$ cat src/rtl/soc_obi_apb_arbiter.sv
// rtl/soc_obi_apb_arbiter.sv - round-robin OBI-to-APB arbiter for the shared 32-bit SoC APB segment
// One transaction in flight; 64-bit OBI accesses are narrowed to one 32-bit APB lane.

package soc_bus_pkg;
  typedef struct packed {
    logic [47:0] addr;
    logic        we;
    logic [7:0]  be;
    logic [63:0] wdata;
    logic [3:0]  aid;
  } soc_obi_a_t;

  typedef struct packed {
    logic       req;
    soc_obi_a_t a;
  } soc_obi_req_t;

  typedef struct packed {
    logic [63:0] rdata;
    logic [3:0]  rid;
    logic        err;
  } soc_obi_r_t;

  typedef struct packed {
    logic       gnt;
    logic       rvalid;
    soc_obi_r_t r;
  } soc_obi_rsp_t;

  typedef struct packed {
    logic        psel;
    logic        penable;
    logic [31:0] paddr;
    logic        pwrite;
    logic [2:0]  pprot;
    logic [31:0] pwdata;
    logic [3:0]  pstrb;
  } soc_apb_req_t;

  typedef struct packed {
    logic        pready;
    logic [31:0] prdata;
    logic        pslverr;
  } soc_apb_resp_t;
endpackage

module soc_obi_apb_arbiter
  import soc_bus_pkg::*;
#(
  parameter int unsigned NumReq        = 4,
  parameter int unsigned TimeoutCycles = 1024
) (
  input  logic          clk_i,
  input  logic          rst_ni,
  input  soc_obi_req_t  obi_req_i [NumReq],
  output soc_obi_rsp_t  obi_rsp_o [NumReq],
  output soc_apb_req_t  apb_req_o,
  input  soc_apb_resp_t apb_rsp_i,
  output logic          busy_o,
  output logic          timeout_o
);
  localparam int unsigned     IdxW     = (NumReq > 1) ? $clog2(NumReq) : 1;
  localparam logic [31:0]     ToLast   = (TimeoutCycles == 0) ? 32'd0 : 32'(TimeoutCycles - 1);
  localparam logic [IdxW-1:0] LastInit = IdxW'(NumReq - 1);

  typedef enum logic [2:0] {IDLE, SETUP, ACCESS, ERR, RESP} state_e;

  state_e          state_q, state_d;
  logic [IdxW-1:0] last_q, sel_q, win;
  logic            found, chk_fail, hi, to_hit;
  int unsigned     cand;
  soc_obi_a_t      a_q;
  logic [31:0]     rdata_q, cnt_q;
  logic            err_q, timeout_q;

  // Search starts just after the previous winner, wrapping, so priority rotates.
  always_comb begin
    found = 1'b0;
    win   = last_q;
    cand  = 0;
    for (int unsigned k = 1; k <= NumReq; k++) begin
      cand = 32'(last_q) + k;
      if (cand >= NumReq) cand = cand - NumReq;
      if (!found && obi_req_i[IdxW'(cand)].req) begin
        found = 1'b1;
        win   = IdxW'(cand);
      end
    end
  end

  assign chk_fail = (obi_req_i[win].a.addr[47:32] != 16'd0) ||
                    ((obi_req_i[win].a.be[7:4] != 4'd0) && (obi_req_i[win].a.be[3:0] != 4'd0));
  assign hi       = (a_q.be[7:4] != 4'd0) || ((a_q.be == 8'd0) && a_q.addr[2]);
  assign to_hit   = (TimeoutCycles != 0) && (cnt_q == ToLast);

  always_ff @(posedge clk_i or negedge rst_ni) begin
    if (!rst_ni) state_q <= IDLE;
    else         state_q <= state_d;
  end

  always_comb begin
    state_d = state_q;
    unique case (state_q)
      IDLE:    if (found) state_d = chk_fail ? ERR : SETUP;
      SETUP:   state_d = ACCESS;
      ACCESS:  if (apb_rsp_i.pready || to_hit) state_d = RESP;
      ERR:     state_d = RESP;
      RESP:    state_d = IDLE;
      default: state_d = IDLE;
    endcase
  end

  always_comb begin
    apb_req_o = '0;
    for (int unsigned i = 0; i < NumReq; i++) obi_rsp_o[i] = '0;
    if (state_q == IDLE && found) obi_rsp_o[win].gnt = 1'b1;
    if (state_q == SETUP || state_q == ACCESS) begin
      apb_req_o.psel    = 1'b1;
      apb_req_o.penable = (state_q == ACCESS);
      apb_req_o.paddr   = a_q.addr[31:0];
      apb_req_o.pwrite  = a_q.we;
      if (a_q.we) begin
        apb_req_o.pwdata = hi ? a_q.wdata[63:32] : a_q.wdata[31:0];
        apb_req_o.pstrb  = hi ? a_q.be[7:4] : a_q.be[3:0];
      end
    end
    if (state_q == RESP) begin
      obi_rsp_o[sel_q].rvalid  = 1'b1;
      obi_rsp_o[sel_q].r.rdata = {rdata_q, rdata_q};
      obi_rsp_o[sel_q].r.rid   = a_q.aid;
      obi_rsp_o[sel_q].r.err   = err_q;
    end
  end

  // rdata_q is forced to zero for writes and errors so RESP can replicate it unconditionally.
  always_ff @(posedge clk_i or negedge rst_ni) begin
    if (!rst_ni) begin
      last_q    <= LastInit;
      sel_q     <= '0;
      a_q       <= '0;
      rdata_q   <= '0;
      cnt_q     <= '0;
      err_q     <= 1'b0;
      timeout_q <= 1'b0;
    end else begin
      timeout_q <= 1'b0;
      case (state_q)
        IDLE: if (found) begin
          sel_q  <= win;
          last_q <= win;
          a_q    <= obi_req_i[win].a;
        end
        SETUP: cnt_q <= '0;
        ACCESS: begin
          if (apb_rsp_i.pready) begin
            rdata_q <= (a_q.we || apb_rsp_i.pslverr) ? 32'd0 : apb_rsp_i.prdata;
            err_q   <= apb_rsp_i.pslverr;
          end else if (to_hit) begin
            rdata_q   <= '0;
            err_q     <= 1'b1;
            timeout_q <= 1'b1;
          end else begin
            cnt_q <= cnt_q + 32'd1;
          end
        end
        ERR: begin
          rdata_q <= '0;
          err_q   <= 1'b1;
        end
        default: ;
      endcase
    end
  end

  assign busy_o    = (state_q != IDLE);
  assign timeout_o = timeout_q;
endmodule

$ cat config.mk
export PLATFORM = sky130hd
export DESIGN_NAME = soc_obi_apb_arbiter
export DESIGN_NICKNAME = d
export VERILOG_FILES = /design/src/rtl/soc_obi_apb_arbiter.sv
export SDC_FILE = /design/constraint.sdc
export NUM_CORES = 1
export LEC_CHECK = 0
export CORE_AREA = 8 8 343 345
export CTS_CLUSTER_SIZE = 20
export DETAILED_ROUTE_END_ITERATION = 10
export DIE_AREA = 0 0 351 353
export MAX_ROUTING_LAYER = met4
export PLACE_DENSITY = 0.39
export SYNTH_ARGS = -nofsm -noshare
export SYNTH_HDL_FRONTEND = slang
export SYNTH_SLANG_ARGS = --single-unit
$ cat constraint.sdc
create_clock -name clk_i -period 3.1 [get_ports clk_i]
set_clock_uncertainty 0.1 [all_clocks]
set_input_delay 0.62 -clock clk_i [delete_from_list [all_inputs] [get_ports clk_i]]
set_output_delay 0.62 -clock clk_i [all_outputs]
set_load 0.05 [all_outputs]
# Yosys cells after proc, flatten, opt, wreduce, memory -nomap -nowiden
# Index checks and enable logic that the tools add are counted.
# W data, S select, Z words.
[word_totals]
elab_cells = 143
ff_bits = 182
input_bits = 540
[op_classes]
n_bitwise = 6
addsub = 9
magnitude_cmp = 12
n_eq_ne = 10
n_reduce_logical = 29
n_mux = 65
[ops]
columns = ["cell", "n"]
rows = [
  ["$bmux W126 S2", 5],
  ["$bwmux W284", 4],
  ["$mux W126", 8],
  ["$demux W71 S2", 5],
  ["$mux W284", 2],
  ["$mux W125", 2],
  ["$mux W32", 6],
  ["$pmux W32 S2", 2],
  ["$mux W36", 2],
  ["$mux W71", 1],
  ["$mux W70", 1],
  ["$mux W69", 1],
  ["$mux W35", 1],
  ["$add A32 B1 Y32 const B", 1],
  ["$eq A32 B10 Y1 const B", 1],
  ["$ge A3 B3 Y1 const B", 9],
  ["$mux W2", 9],
  ["$not A2 Y3", 6],
  ["$reduce_bool A16 Y1", 1],
  ["$pmux W3 S4", 1],
  ["$reduce_bool A4 Y1", 3],
  ["$mux W1", 10],
  ["$logic_and A1 B1 Y1", 8],
  ["$logic_not A8 Y1", 1],
  ["22 further kinds", 41],
]

# Logic depth before layout (Yosys ltp)
# Gate-level depths: netlist (run 1).
[depth]
ltp_word = 28
depth_mapped = 12
depth_no_buf = 7

# Worst setup path after synthesis (run 1)
# OpenSTA, ideal clock, no wires.
[synth_timing]
kind = "register to output"
startpoint = "reg state_q[0]"
endpoint = "out obi_rsp_o[212] in the netlist's numbering"
path_slack_ps = -210
stages_incl_launch_ff = 9
t_arrival_ps = 2590
cell_sequence = "dfrtp_1 clkbuf_1 or3_1 a21o_1 buf_2 clkinv_2 nand2_1 clkbuf_1 nor2_1"
[synth_lines]
columns = ["item", "line_no", "text"]
rows = [
  ["start: declaration", "68", "state_e state_q, state_d;"],
  ["start signal: assignment", "98", "else state_q <= state_d;"],
  ["end: declaration", "56", "output soc_obi_rsp_t obi_rsp_o [NumReq],"],
]

==> results of run 1 <==
[kinds of logic (layout without fill, tap and decap cells)]
logic type,Yosys count,after routing,synth area share (%)
buffers and inverters,273,1081,12.24
adder cells (fa/ha/maj),1,1,0.09360
other,1,29,0.02806
XOR/XNOR,24,24,1.573
flip-flops,182,182,34.09
multiplexers,3,3,0.2247
AO/OA/AOI/OAI,259,259,11.88
AND/OR/NAND/NOR,1164,1164,39.87
[power groups by stage]
stage	clock network [mW]	registers [mW]	logic, mW
finish	2.45	4.49	14.8
detailed placement	0	4.39	13.6
global placement	0	4.37	13.6
CTS	2.58	4.49	14.9
floorplan	0	3.80	6.97
global route	2.65	4.66	16.0
[worst register-to-register path, stage by stage (launching register included)]
cell and delay, ns:
dfrtp_1 0.41, nor4_1 0.42, nand4_1 0.24, or4_4 0.63
a21o_1 0.33, nor3_1 0.25, buf_4 0.15, a22oi_1 0.07
[timing repair]
action	4_1_cts	5_1_grt
setup buffers	14	9
gates resized for setup	168	92
cloned	7	1
pin swaps	44	28
hold buffers	1	0
endpoints found under the hold margin	3	0
endpoints found under the setup margin	186	250
[final timing paths]
kind / end / slack, ns / depth (start not counted)
worst max-delay path: apb_req_o[28] / -0.05 / 8
worst min-delay path: a_q[107]$_DFFE_PN0P_ / 0.37 / 2
worst max register to register: state_q[1]$_DFFE_PN0P_ / 0.35 / 7
worst min register to register: a_q[107]$_DFFE_PN0P_ / 0.37 / 2
max in group asynchronous: a_q[35]$_DFFE_PN0P_ / 1.55 / 3
min in group asynchronous: a_q[100]$_DFFE_PN0P_ / 0.54 / 2
[per-layer routing]
metal	GRT usage (%)	wire (um)	vias to the layer above
met5	-	0	-
met4	4.944	2552	0
met3	5.869	8062	78
met2	29.62	54510	611
met1	17.71	40630	7737
li1	-	-	7835
[state kept, by name, summed over array words and instances, names as in the netlist]
signal,cells
a_q,109
cnt_q,32
err_q,1
last_q,2
rdata_q,32
sel_q,2
state_q,3
timeout_o,1
[area by class of cell]
cell class                 instances  area [um2]  area share (%)
multi-input combinational       1454        8259           28.30
antenna                           26       65.06          0.2229
timing repair buffer            1038       13790           47.25
inverter                          11       42.54          0.1458
sequential                       182        4562           15.63
clock inverter                    14       158.9          0.5445
clock buffer                      18       429.2           1.471
tap                             1500        1877           6.431
[cells in the final DEF (no fill, tap or decap), drive strengths merged, types with 23 or more instances in the layout]
cell type	synthesis	routed
a21oi	137	137
buf	190	495
nand3	193	193
clkdlybuf4s50	0	538
a22oi	42	42
nand2	653	653
o21ai	45	45
diode	0	26
nor4	23	23
and2	182	182
dfrtp	180	180
nor2	45	45
[cells in the mapped netlist (4+ instances only)]
cell      count
inv_1        10
or3_1        10
a32oi_1       6
and2_1      182
buf_1        12
buf_2        37
nand2b_1      4
nor3_1       14
a22oi_1      33
xor2_1       11
nor2_1       44
and3_1        9
xnor2_1      13
clkbuf_1     72
a211oi_1      8
a21oi_1     136
a22oi_2       9
dfrtp_1     180
buf_4       132
a22o_1        4
buf_6         9
o21ai_0      45
o21a_1        4
nand4_1      13
nand2_1     653
nand3_1     193
nor4_1       23
[metrics by stage]
step	hold slack, ns	setup TNS, ns	cell area, um2	std cells	util, %
6_report	0.3747	-0.2142	29180	4243	26.08
5_1_grt	0.3946	-3.724	29180	4240	26.08
4_1_cts	0.3797	-3.160	28790	4208	25.73
3_5_place_dp	0.3572	-0.05672	27160	4154	24.28
3_3_place_gp	0.3520	-0.03684	27160	4154	24.28
2_1_floorplan	0.2244	-0.4193	13490	1909	-
==> summary.txt, run 1 <==
outcome -> complete, but fails checks
failing checks -> negative setup slack
gr ovfl total -> 0
Pleak -> 12.01 nW
share of cells above drive strength 1 -> 27.46%
first-pass GRT wire length -> 142.4 mm
cell mode on critical path -> buf_12
Initial Utilization -> 11.95%
Max Buffers Root-to-Sink -> 2
H-Tree Depth -> 4
die width -> 351 um
crit path time final -> 3.148 ns
post-synth top area cell -> dfrtp_1
pin count of the biggest net entering global routing -> 71
Routability Congestion -> 0.8276
Root Driver -> clkbuf_16
asr flop ratio synth -> 100.0%
CP Class -> flip-flop to output port
Seq/Total Area, Yosys -> 34.09%
Worst slew margin -> 39.97%
Comb power frac -> 68.0%
Reg-to-Reg Start -> cnt_q[25]$_DFFE_PN0P_
Ys Warns -> 0
Critical path buffers and inverters -> 4
worst-margin pin slew -> 0.9005 ns
CTS tree -> done
Mapped Area -> 0.01337 mm2
Critical Path RT -> 2.38 ns
maximum vdd drop -> 462.9 uV
Setup crit start -> a_q[72]$_DFFE_PN0P_
Detailed Routing Iterations Pass 1 -> 5
Layout Area Growth over Synthesis -> 118.3%
clk sinks -> 182
Min-Delay Startpoint -> a_q[107]$_DFFE_PN0P_
share of the synthesized area in the top cell type -> 33.70%
worst path cell trace -> or3_4 > buf_4 > a211o_4 > buf_12 > buf_6 > nand2_1 > a21oi_4 > buf_12
Worst-Skew Late Latency -> 0.51 ns
Crit-path slowest cell -> or3_4
antenna-violating nets left -> 0
max incr delay on CP -> 0.41 ns
WP data arrival -> 2.43 ns
worst hold path class -> flip-flop to flip-flop
setup ws final -> -0.04769 ns
vias per cell -> 3.832
initial DRC count -> 716
Die Footprint -> 0.1239 mm2
IO Pins -> 900
FMAX -> 317.7 MHz
Buffers on Ports -> 896
Routed WL per cell -> 24.93 um
post-synthesis cell count -> 1907
Row Count -> 123
DRC viols -> 0
Syn Area/Cell -> 7.009 um2
crit path launch type -> flip-flop
Post-DP HPWL -> 85.81 mm
sw frac -> 52.20%
Int Power -> 10.37 mW
max-capacitance violation count -> 0
sw power -> 11.33 mW
Total Wirelength -> 105.8 mm
number of distinct library cells after synthesis -> 53
endpoints failing setup -> 10
fin. max-slew vios -> 0
Tot Pwr -> 21.70 mW
pre-CTS WS -> -0.04407 ns
initial antenna violation count -> 34
Synth area leaders -> dfrtp_1 (34%), nand2_1 (18%), and2_1 (8.5%)
Clk network pwr share -> 11.3%
PwrDens -> 743.7 mW/mm2
Core Region -> 0.1119 mm2
CTS Buf Count -> 17
vias in the first global route -> 17240
Top delay family on crit path -> buffers and inverters
Worst setup EP type -> output port
Final Cycle Share -> 101.5%
total number of vias -> 16260
Nets -> 3245
ys flop type -> dfrtp_1
fill count -> 12110
Post-synth EDFFs -> 0
Worst Path Max Fanout -> 15
Die H -> 353 um
#FFs+latches synth -> 182
global-route usage over all layers -> 16.84%
sequential share of power -> 20.7%
Clock transition at path regs -> 0.08 ns
Hold Fails Final Rpt -> 0
RSZ-0062 raised after global routing -> true
(Power assumes the default switching activity.)
==> run 2: changes to the inputs <==
PLACE_DENSITY = not set   (was 0.39)
PLACE_DENSITY_LB_ADDON = 0.08   (was not set)
clock period = 3.15 ns   (was 3.1 ns; I/O delays follow)
==> summary.txt, run 2 (synthesis gave the netlist of run 1 again) <==
outcome -> finished, final reports clean
sequential share of power -> 21.2% (+0.5 points)
Die Footprint -> 0.1239 mm2 (unchanged)
fin. max-slew vios -> 0 (unchanged)
H-Tree Depth -> 4 (unchanged)
Detailed Routing Iterations Pass 1 -> 5 (unchanged)
Die H -> 353 um (unchanged)
vias per cell -> 3.870 (+0.97%)
Critical Path RT -> 2.42 ns (+0.04 ns)
fill count -> 12180 (+0.61%)
RSZ-0062 raised after global routing -> true
Worst slew margin -> 48.18% (+8.2 points)
Util after Layout -> 24.43% (-1.7 points)
Post-DP HPWL -> 88.00 mm (+2.5%)
Top Registers -> a_q: 109 flops, cnt_q: 32 flops, rdata_q: 32 flops
Root Driver -> clkbuf_16
Row Count -> 123 (unchanged)
Comb power frac -> 66.8% (-1.2 points)
Nets -> 3196 (-1.5%)
die width -> 351 um (unchanged)
Total Wirelength -> 105.9 mm (+0.17%)
WP data arrival -> 2.35 ns (-0.08 ns)
Int Power -> 9.445 mW (-9.0%)
PwrDens -> 708.6 mW/mm2 (-4.7%)
Initial Utilization -> 11.95% (unchanged)
FF-to-FF setup slack -> 0.41 ns (+0.06 ns)
vias in the first global route -> 17280 (+0.21%)
cell mode on critical path -> buf_12
total number of vias -> 16210 (-0.34%)
Pleak -> 11.32 nW (-5.8%)
worst path cell trace -> buf_4 > xnor2_1 > nor2_4 > nand2_2 > buf_12 > nor2_1 > buf_12
IO Pins -> 900 (unchanged)
setup TNS -> 0 ns (+0.2142 ns)
maximum vdd drop -> 458.3 uV (-0.99%)
FMAX -> 325.1 MHz
Worst setup EP type -> output port
max-capacitance violation count -> 0 (unchanged)
crit path time final -> 3.076 ns
Layout Area Growth over Synthesis -> 104.5%
Register Area -> 0.004558 mm2 (about the same)
Tot Pwr -> 19.37 mW (-11%)
Routed WL per cell -> 25.30 um (+1.5%)
most common cell after layout, fill and taps aside -> nand2_1
worst-margin pin slew -> 0.7691 ns (-0.1313 ns)
Crit-path slowest cell -> dfrtp_1
Finished Layout Cells -> 4188 (-1.3%)
gr ovfl total -> 0 (unchanged)
Worst-Skew Late Latency -> 0.50 ns (about the same)
Routability Congestion -> 0.8577 (+3.6%)
clk sinks -> 182 (unchanged)
max incr delay on CP -> 0.42 ns (about the same)
antenna-violating nets left -> 0 (unchanged)
CTS Buf Count -> 17 (unchanged)
share of cells above drive strength 1 -> 21.16% (-6.3 points)
CP Class -> flip-flop to output port
Worst Path Max Fanout -> 37 (+22)
commonest cells after routing, fill and taps aside -> nand2_1 (640), clkdlybuf4s50_1 (537), buf_12 (312)
first-pass GRT wire length -> 143.8 mm (+0.99%)
crit path launch type -> flip-flop
initial DRC count -> 686 (-4.2%)
Clock transition at path regs -> 0.07 ns (about the same)
initial antenna violation count -> 35 (+2.9%)
DRC viols -> 0 (unchanged)
sw power -> 9.922 mW (-12%)
worst hold path class -> flip-flop to flip-flop
sw frac -> 51.23% (-0.97 points)
Max Buffers Root-to-Sink -> 2 (unchanged)
largest register by flop count -> a_q
CTS tree -> done
Clk network pwr share -> 12.0% (+0.7 points)
endpoints failing setup -> 0 (-10)
Final Cycle Share -> 97.65%
Core Region -> 0.1119 mm2 (unchanged)
pin count of the biggest net entering global routing -> 94 (+32%)
global-route usage over all layers -> 16.96% (+0.11 points)
Hold Fails Final Rpt -> 0 (unchanged)
max FFs per register -> 109 (unchanged)
Placed Cells -> 4125 (-0.70%)
Multi-input gate area -> 0.007466 mm2 (-9.6%)
Buffers on Ports -> 896 (unchanged)
## run 2: worst paths after layout
kind,cells after the start,start,end
min in group asynchronous,2,rst_ni,rdata_q[22]$_DFFE_PN0P_
max in group asynchronous,3,rst_ni,a_q[16]$_DFFE_PN0P_
setup reg to reg,7,cnt_q[25]$_DFFE_PN0P_,cnt_q[29]$_DFFE_PN0P_
hold reg to reg,2,a_q[81]$_DFFE_PN0P_,a_q[81]$_DFFE_PN0P_
setup / recovery,7,state_q[0]$_DFFE_PN0P_,apb_req_o[2]
hold / removal,2,a_q[81]$_DFFE_PN0P_,a_q[81]$_DFFE_PN0P_
## run 2: layout make-up
cell class,count,area share [%]
Antenna cell,23,0.2106
Clock buffer,22,1.735
Clock inverter,7,0.3479
Inverter,11,0.1557
Multi-Input combinational cell,1454,27.32
Sequential cell,182,16.68
Tap cell,1500,6.867
Timing Repair Buffer,989,46.69
## run 2: power groups by stage
stage	Clock (mW)	Sequential, mW	Combinational [mW]
after global routing	2.53	4.26	14.2
final	2.32	4.10	12.9
after global placement	0	4.15	13.0
after floorplan	0	3.74	6.86
after detailed placement	0	4.17	13.0
after CTS	2.46	4.12	13.3
## run 2: critical path, delay by kind of cell (launching register included)
family	cells	cell delay [ns]
DFF	1	0.42
xor gates and xnor gates	1	0.16
and+or+nand+nor	3	0.61
buffers and inverters	3	0.57
## run 2: routing by layer
| metal | wire length [um] | vias up | GRT usage [%] |
|---|---|---|---|
| li1 | - | 7706 | - |
| met1 | 38610 | 7808 | 17.84 |
| met2 | 57520 | 620 | 31.60 |
| met3 | 8240 | 72 | 4.645 |
| met4 | 1565 | 0 | 3.204 |
| met5 | 0 | - | - |
## run 2: through the flow
stage	instance area, um2	hold slack, ns	setup slack, ns
floorplan	13490	0.2344	-0.1697
global placement	26460	0.3544	-0.1029
detailed placement	26460	0.3544	-0.1499
CTS	27220	0.3712	0.0001983
global route	27310	0.3943	-0.01934
finish	27330	0.3670	0.07394
## run 2: timing repair
item,4_1_cts,5_1_grt
setup endpoints to repair,43,42
resized for setup,16,22
pin swaps,4,11
gates cloned,2,0
setup buffers,6,2
hold buffers,1,0
endpoints found under the hold margin,46,0
